--- src/rtl/hazard_ctrl_pkg.sv ---
// hazard_ctrl_pkg: shared state encodings, register-address width and decoder opcode classes
package hazard_ctrl_pkg;
  localparam int REG_W = 3;
  typedef logic [REG_W-1:0] reg_addr_t;
  typedef logic [1:0] need_t;
  typedef enum logic [1:0] {
    ST_RUN   = 2'd0,
    ST_STALL = 2'd1,
    ST_HALT  = 2'd2
  } state_t;
  // Opcode classes the decoder maps onto id_uses_rs / id_uses_rt / id_br_rs
  typedef enum logic [2:0] {
    OPC_ALU_RR  = 3'd0,
    OPC_ALU_RI  = 3'd1,
    OPC_LOAD    = 3'd2,
    OPC_STORE   = 3'd3,
    OPC_BRANCH  = 3'd4,
    OPC_JUMP    = 3'd5,
    OPC_JUMP_RG = 3'd6,
    OPC_OTHER   = 3'd7
  } opc_class_t;
  typedef struct packed {
    logic uses_rs;
    logic uses_rt;
    logic br_rs;
  } opc_use_t;
  function automatic opc_use_t opc_use(opc_class_t c);
    opc_use_t u;
    u.uses_rs = (c != OPC_JUMP) && (c != OPC_OTHER);
    u.uses_rt = (c == OPC_ALU_RR) || (c == OPC_STORE);
    u.br_rs   = (c == OPC_BRANCH) || (c == OPC_JUMP_RG);
    return u;
  endfunction
endpackage

--- src/rtl/hazard_ctrl_detect.sv ---
// hazard_detect: combinational stall need (0..2 cycles) and raw EX/MEM-to-decode Rs forward
module hazard_detect
  import hazard_ctrl_pkg::*;
(
  input  logic      id_valid,
  input  reg_addr_t id_rs_addr,
  input  reg_addr_t id_rt_addr,
  input  logic      id_uses_rs,
  input  logic      id_uses_rt,
  input  logic      id_br_rs,
  input  logic      ex_regwrite,
  input  logic      ex_memtoreg,
  input  reg_addr_t ex_rd_addr,
  input  logic      mem_regwrite,
  input  logic      mem_memtoreg,
  input  reg_addr_t mem_rd_addr,
  output need_t     need,
  output logic      fwd_raw
);
  logic ex_rs, ex_rt, mem_rs, br_ex, br_ex_ld, br_mem_ld, ld_use;
  always_comb begin
    ex_rs     = ex_regwrite & (ex_rd_addr == id_rs_addr);
    ex_rt     = ex_regwrite & (ex_rd_addr == id_rt_addr);
    mem_rs    = mem_regwrite & (mem_rd_addr == id_rs_addr);
    br_ex     = id_br_rs & ex_rs;
    br_ex_ld  = br_ex & ex_memtoreg;
    br_mem_ld = id_br_rs & mem_rs & mem_memtoreg;
    ld_use    = ex_memtoreg & ((id_uses_rs & ex_rs) | (id_uses_rt & ex_rt));
    need      = ~id_valid ? 2'd0 : br_ex_ld ? 2'd2 : (br_ex | br_mem_ld | ld_use) ? 2'd1 : 2'd0;
    fwd_raw   = id_br_rs & mem_rs & ~mem_memtoreg;
  end
endmodule

--- src/rtl/hazard_ctrl.sv ---
// hazard_ctrl: decode-stage pipeline sequencer (hazard stalls, bubbles, branch flush, dmem freeze, halt)
module hazard_ctrl
  import hazard_ctrl_pkg::*;
#(
  parameter int CNT_W = 16
) (
  input  logic             clk,
  input  logic             rst,
  input  logic             id_valid,
  input  logic [2:0]       id_rs_addr,
  input  logic [2:0]       id_rt_addr,
  input  logic             id_uses_rs,
  input  logic             id_uses_rt,
  input  logic             id_br_rs,
  input  logic             id_branch,
  input  logic             ex_regwrite,
  input  logic             ex_memtoreg,
  input  logic [2:0]       ex_rd_addr,
  input  logic             mem_regwrite,
  input  logic             mem_memtoreg,
  input  logic [2:0]       mem_rd_addr,
  input  logic             dmem_busy,
  input  logic             mem_halt,
  output logic             pc_stall,
  output logic             ifid_stall,
  output logic             ifid_flush,
  output logic             idex_bubble,
  output logic             pipe_freeze,
  output logic             fwd_rs_dec,
  output logic             halted,
  output logic [CNT_W-1:0] stall_cnt
);
  state_t state;
  logic [1:0] cnt;
  need_t need;
  logic fwd_raw, halt_st, run_st, freeze, hz;
  hazard_detect u_detect (
    .id_valid    (id_valid),
    .id_rs_addr  (id_rs_addr),
    .id_rt_addr  (id_rt_addr),
    .id_uses_rs  (id_uses_rs),
    .id_uses_rt  (id_uses_rt),
    .id_br_rs    (id_br_rs),
    .ex_regwrite (ex_regwrite),
    .ex_memtoreg (ex_memtoreg),
    .ex_rd_addr  (ex_rd_addr),
    .mem_regwrite(mem_regwrite),
    .mem_memtoreg(mem_memtoreg),
    .mem_rd_addr (mem_rd_addr),
    .need        (need),
    .fwd_raw     (fwd_raw)
  );
  always_comb begin
    halt_st     = state == ST_HALT;
    run_st      = state == ST_RUN;
    freeze      = halt_st | dmem_busy;
    hz          = (state == ST_STALL) | (run_st & (need != 2'd0));
    pipe_freeze = ~rst & freeze;
    pc_stall    = ~rst & (freeze | hz);
    ifid_stall  = pc_stall;
    idex_bubble = ~rst & ~freeze & hz;
    ifid_flush  = ~rst & ~freeze & run_st & (need == 2'd0) & id_branch & id_valid;
    fwd_rs_dec  = ~rst & ~halt_st & (need == 2'd0) & fwd_raw;
  end
  // cnt holds the STALL cycles still owed after the RUN cycle that detected the hazard
  always_ff @(posedge clk or posedge rst) begin
    if (rst) begin
      state     <= ST_RUN;
      cnt       <= 2'd0;
      halted    <= 1'b0;
      stall_cnt <= '0;
    end else begin
      if (pc_stall & ~halt_st & (stall_cnt != '1)) stall_cnt <= stall_cnt + CNT_W'(1);
      if (~halt_st & mem_halt & ~dmem_busy) begin
        state  <= ST_HALT;
        halted <= 1'b1;
      end else if (~freeze & run_st & (need != 2'd0)) begin
        cnt   <= need - 2'd1;
        state <= (need == 2'd2) ? ST_STALL : ST_RUN;
      end else if (~freeze & (state == ST_STALL)) begin
        cnt   <= (cnt == 2'd0) ? 2'd0 : cnt - 2'd1;
        state <= (cnt > 2'd1) ? ST_STALL : ST_RUN;
      end
    end
  end
endmodule

--- config.mk ---
export PLATFORM = sky130hd
export DESIGN_NAME = hazard_ctrl
export DESIGN_NICKNAME = d
export VERILOG_FILES = /design/src/rtl/hazard_ctrl_pkg.sv /design/src/rtl/hazard_ctrl_detect.sv /design/src/rtl/hazard_ctrl.sv
export SDC_FILE = /design/constraint.sdc
export NUM_CORES = 1
export LEC_CHECK = 0
export BUFFER_PORTS_ARGS = -buffer_cell sky130_fd_sc_hd__clkbuf_2
export CAP_MARGIN = 25
export CELL_PAD_IN_SITES_DETAIL_PLACEMENT = 0
export CELL_PAD_IN_SITES_GLOBAL_PLACEMENT = 1
export CORE_AREA = 2 2 69 71
export CTS_CLUSTER_SIZE = 40
export DETAILED_ROUTE_END_ITERATION = 8
export DIE_AREA = 0 0 71 73
export PLACE_DENSITY = 0.71
export REMOVE_ABC_BUFFERS = 1
export SYNTH_ARGS = -nofsm -noshare
export SYNTH_HDL_FRONTEND = slang
export SYNTH_SLANG_ARGS = --single-unit
--- constraint.sdc ---
create_clock -name clk -period 4.99 [get_ports clk]
set_input_delay 0.2495 -clock clk [delete_from_list [all_inputs] [get_ports clk]]
set_output_delay 0.2495 -clock clk [all_outputs]
set_load 0.02 [all_outputs]
# Yosys cells after proc, flatten, opt, wreduce, memory -nomap -nowiden

Index checks and enable logic that the tools add are counted.

$add $sub $neg: 3
Order comparisons: 1
Eq/ne operators: 7
Muxes and demuxes: 11
Bitwise logic cells: 42
Reductions and logical operators: 7

Operators with widths:

| cell                                                                  | number |
|---|---|
| 1-bit AND                                                             | 30 |
| 16-bit by 1-bit adder with 16-bit output (second input constant)      | 1 |
| 2-bit 2-to-1 mux                                                      | 8 |
| 16-bit inequality test (second input constant)                        | 1 |
| 3-bit == test                                                         | 3 |
| 2-bit zero test                                                       | 3 |
| 1-bit inverter                                                        | 6 |
| 1-bit bitwise OR                                                      | 6 |
| 2-bit == test (second input constant)                                 | 2 |
| 2-bit nonzero test                                                    | 2 |
| 2-bit by 1-bit subtractor with 2-bit output (second input constant)   | 2 |
| 1-bit 2-to-1 mux                                                      | 3 |
| 3-bit nonzero test                                                    | 1 |
| 2-bit by 1-bit == test with 1-bit output (second input constant)      | 1 |
| 2-bit by 1-bit > comparator with 1-bit output (second input constant) | 1 |
| 2-bit AND reduction                                                   | 1 |

Register bits after elaboration: 21

# Logic depth before layout (Yosys ltp)

Word-level depth: 16
Depth in mapped cells: 11
Mapped depth without buffers: 10

# Cells and area by module

From an unflattened synthesis, not the netlist that was laid out.

Cells, all modules: 140
Area total of the unflattened synthesis: 1391.3 um2

Modules (own cells, without submodules):

| module        | instances | cells an instance | area each (um2) | seq. area each (um2) |
|---|---|---|---|---|
| hazard_ctrl   | 1         | 117               | 1206.2          | 525.5 |
| hazard_detect | 1         | 23                | 185.2           | 0.0 |

# Worst setup path after synthesis

OpenSTA, ideal clock, no wires.

Path type: input to output
Start: input port id_rs_addr[2]
End: output port pc_stall
Data arrival time: 2.456 ns
Data required time: 4.740 ns
Path slack: 2.285 ns
Cell stages on the path: 9
Buffers on the path: 1
Path through: xor2_1 nor4_4 a21oi_1 a221o_1 ha_1 nor2b_1 mux2_2 a21oi_1 buf_4

Word-level cells in the longest chain between the ends: 14
Elaborated cells on any way between the ends: 21
Those cells by class: eq/ne (2); mux (3); bitwise (15); reduce/logical (1)

RTL lines:

| what                                                 | RTL line                                           | source |
|---|---|---|
| start, declared                                      | hazard_ctrl.sv:10                                  | `input logic [2:0] id_rs_addr,` |
| 3-bit == test (on tied branches)                     | hazard_ctrl_detect.sv:24, hazard_ctrl_detect.sv:22 |  |
| 1-bit AND (on tied branches)                         | hazard_ctrl_detect.sv:24, hazard_ctrl_detect.sv:22 |  |
| 1-bit AND (on tied branches)                         | hazard_ctrl_detect.sv:27, hazard_ctrl_detect.sv:28 |  |
| 1-bit AND / 1-bit bitwise OR (equally long branches) | hazard_ctrl_detect.sv:27, hazard_ctrl_detect.sv:28 |  |
| 1-bit bitwise OR / 1-bit AND (equally long branches) | hazard_ctrl_detect.sv:29, hazard_ctrl_detect.sv:28 |  |
| 1-bit bitwise OR                                     | hazard_ctrl_detect.sv:29                           | `need = ~id_valid ? 2'd0 : br_ex_ld ? 2'd2 : (br_ex \| br_mem_ld \| ld_use) ? 2'd1 : 2'd0;` |
| 1-bit 2-to-1 mux                                     | hazard_ctrl_detect.sv:29                           |  |
| 2-bit 2-to-1 mux (*) (2 in a row)                    | hazard_ctrl_detect.sv:29                           |  |
| 2-bit nonzero test (*)                               | hazard_ctrl.sv:57                                  | `hz = (state == ST_STALL) \| (run_st & (need != 2'd0));` |
| 1-bit AND (*)                                        | hazard_ctrl.sv:57                                  |  |
| 1-bit bitwise OR (*)                                 | hazard_ctrl.sv:57                                  |  |
| 1-bit bitwise OR (*)                                 | hazard_ctrl.sv:59                                  | `pc_stall = ~rst & (freeze \| hz);` |
| 1-bit AND (*)                                        | hazard_ctrl.sv:59                                  |  |
| end, declared                                        | hazard_ctrl.sv:24                                  | `output logic pc_stall,` |

Every way passes the cells marked *; elsewhere a longest branch is shown, timed or not.

# Final worst setup path

Ends and elaborated chain as after synthesis.

==> qor.txt <==
Outcome -> finished, final reports clean
Worst-Margin Slew -> 0.835 ns
Clock Path Buffers -> 2
# Post-CTS Setup Buffers -> 0
Place WS -> 1.96 ns
R2r setup slk -> 3.11 ns
DR iter-0 viols -> 54
Starting density of the core -> 28.1%
Avg Synthesized Cell Area -> 9.82 um2
DRC -> 0
Async S/R FF share, synth -> 100%
Lkg Pwr -> 0.807 nW
# diodes -> 0
NetSw -> 97.8 uW
Total GRT Usage -> 11.9%
Post-synth EDFFs -> 0
Sink Count -> 21
Latest clock arrival within the worst-skew pair -> 0.26 ns
Crit-path max FO -> 5
Worst Hold Class -> input port to asynchronous set/reset pin
WP buf/inv -> 2
Area leader, netlist -> dfrtp_1
# IOs -> 48
Int Pwr -> 257 uW
Slew HR -> 44.3%
Number of vias per cell -> 4.78
Vias in the first global route -> 1119
Synth area leaders -> dfrtp_1, xor2_1, xnor2_1
GRT overflow -> 0
Comb pwr share -> 16.8%
Reg power frac -> 52.3%
Final GP Congestion -> 0.757
Cts hold-fix bufs -> 0
Routed wire length -> 2.90 mm
Final-stage net count -> 205
Area growth from synthesis to layout -> 24.6%
RSZ-0062 raised after global routing -> false
Top delay family on crit path -> compound AO/OA/AOI/OAI gates
Post-layout util -> 35.1%
Initial antenna violation count -> 0
Largest net degree at the start of global routing -> 23
CP Class -> input port to output port
CTS tree -> yes
Die height -> 73 um
Switching Fraction -> 27.5%
Final antenna-violating net count -> 0
Max_cap viols -> 0
Crit-path max cell delay -> 0.38 ns
Seq/Total Area, Yosys -> 41.2%
Critical-path cell list -> clkbuf_2, xor2_1, nor4_1, a21oi_1, a221o_1, ha_1, nor2b_1, mux2_2, a21oi_1, clkbuf_2
Mapped Cells -> 130
Die X -> 71 um
Netlist Area Pre-Place -> 0.00128 mm2
Synth Flop Type -> dfrtp_1
Share of cells above drive strength 1 -> 33.0%
Worst EP required -> 4.74 ns
Yosys reg bits -> 21
Final Hold Viols -> 0
Clk network pwr share -> 30.8%
Max-slew violations -> 0
Crit path DAT -> 2.59 ns
CTS H-tree lvls -> 1
Highest clock rate -> 353 MHz
Pre-antenna DRT Iters -> 4
Distinct cell type count after synthesis -> 34
Max stage delay cell, worst path -> a221o_1
Skew final -> 0.00477 ns
Worst vdd ir -> 0.162 mV
Row Count -> 25
Root Driver -> clkbuf_8
Die ar. -> 0.00518 mm2
HPWL after detailed placement -> 2.32 mm
Yosys warning total -> 0
CP Launch Type -> input port
Final worst setup slack -> 2.15 ns
WL per Instance -> 12.6 um
Share of the synthesized area in the top cell type -> 41.2%
Global-route wire length before repair -> 5.06 mm
Setup violators final -> 0
Port bufs -> 47
Core area -> 0.00454 mm2
Vias -> 1100
Most frequent cells in the layout -> clkbuf_2, dfrtp_1, nand2_1
Worst setup EP type -> output port
Power Dens Cells -> 223 mW/mm2
Clock slew at reported path FFs -> 0.08 ns
Commonest non-fill, non-tap cell in the layout -> clkbuf_2
Crit path time final -> 2.84 ns
CTS resizes -> 0
Tcrit/Tclk final -> 56.8%
Setup_tns -> 0 ns
CTS Buf Count -> 3
Final Power -> 355 uW
-- sequential cells by signal, indices dropped and copies added (netlist names) --
name       count
stall_cnt     16
cnt            2
state          2
halted         1
-- power groups by stage --
| stage | Sequential (mW) | Combinational [mW] | Clock, mW |
|---|---|---|---|
| final | 0.186 | 0.0598 | 0.110 |
| after global routing | 0.187 | 0.0670 | 0.122 |
| after CTS | 0.186 | 0.0607 | 0.114 |
| after detailed placement | 0.189 | 0.0603 | 0 |
| after global placement | 0.189 | 0.0599 | 0 |
| after floorplan | 0.196 | 0.0261 | 0 |
-- synthesized netlist by cell type (2+ instances only) --
master and number:
nor4_1 5, nand2_1 14, xnor2_1 11, buf_4 2, nand3_1 7, nor3_1 3
a21o_1 3, ha_1 3, dfrtp_1 21, inv_1 5, xor2_1 13, and3_1 5
a21oi_1 4, and4_1 2, nor2_1 6, nand4_1 5, nor2b_1 2, o21ai_0 3
-- through the flow --
step / hold slack, ns / area [um2] / std cells
2_1_floorplan: 0.235 / 1240 / 125
3_3_place_gp: 0.449 / 1540 / 226
3_5_place_dp: 0.447 / 1540 / 226
4_1_cts: 0.245 / 1590 / 230
5_1_grt: 0.279 / 1590 / 230
6_report: 0.210 / 1590 / 230
-- worst register-to-register path: stages, from the launching register on --
cell     delay (ns)
dfrtp_1        0.43
ha_1           0.23
and3_1         0.27
nand3_1        0.16
o21a_1         0.35
mux2_4         0.34
-- final timing paths --
check,startpoint,end,cells after the start
min,rst,cnt[0],2
max in group asynchronous,rst,stall_cnt[3],2
min in group clk,mem_halt,halted,2
min reg2reg,halted,halted,1
max,id_rs_addr[2],pc_stall,10
max reg2reg,stall_cnt[0],stall_cnt[1],5
-- area by class of cell --
| class | instances | area (um2) |
|---|---|---|
| clock buffer | 3 | 41.3 |
| sequential | 21 | 526 |
| inverter | 5 | 18.8 |
| fill | 467 | 2950 |
| multi-input combinational | 99 | 697 |
| clock inverter | 1 | 5.00 |
| timing repair buffer | 47 | 235 |
| tap | 54 | 67.6 |
-- routing by layer --
layer	GRT usage [%]	wire, um
met5	0	0
met2	19.7	1300
met3	2.90	221
met1	15.5	1360
met4	3.14	15
-- logic make-up after synthesis --
group | count (synthesis) | synth area share [%]
compound gates | 15 | 8.14
flops | 21 | 41.2
buf+inv | 10 | 4.21
mux | 2 | 2.06
simple gates | 55 | 25.0
xor+xnor | 24 | 16.5
fa+ha+maj | 3 | 2.94
No activity file was read; power rests on OpenSTA's default activity.
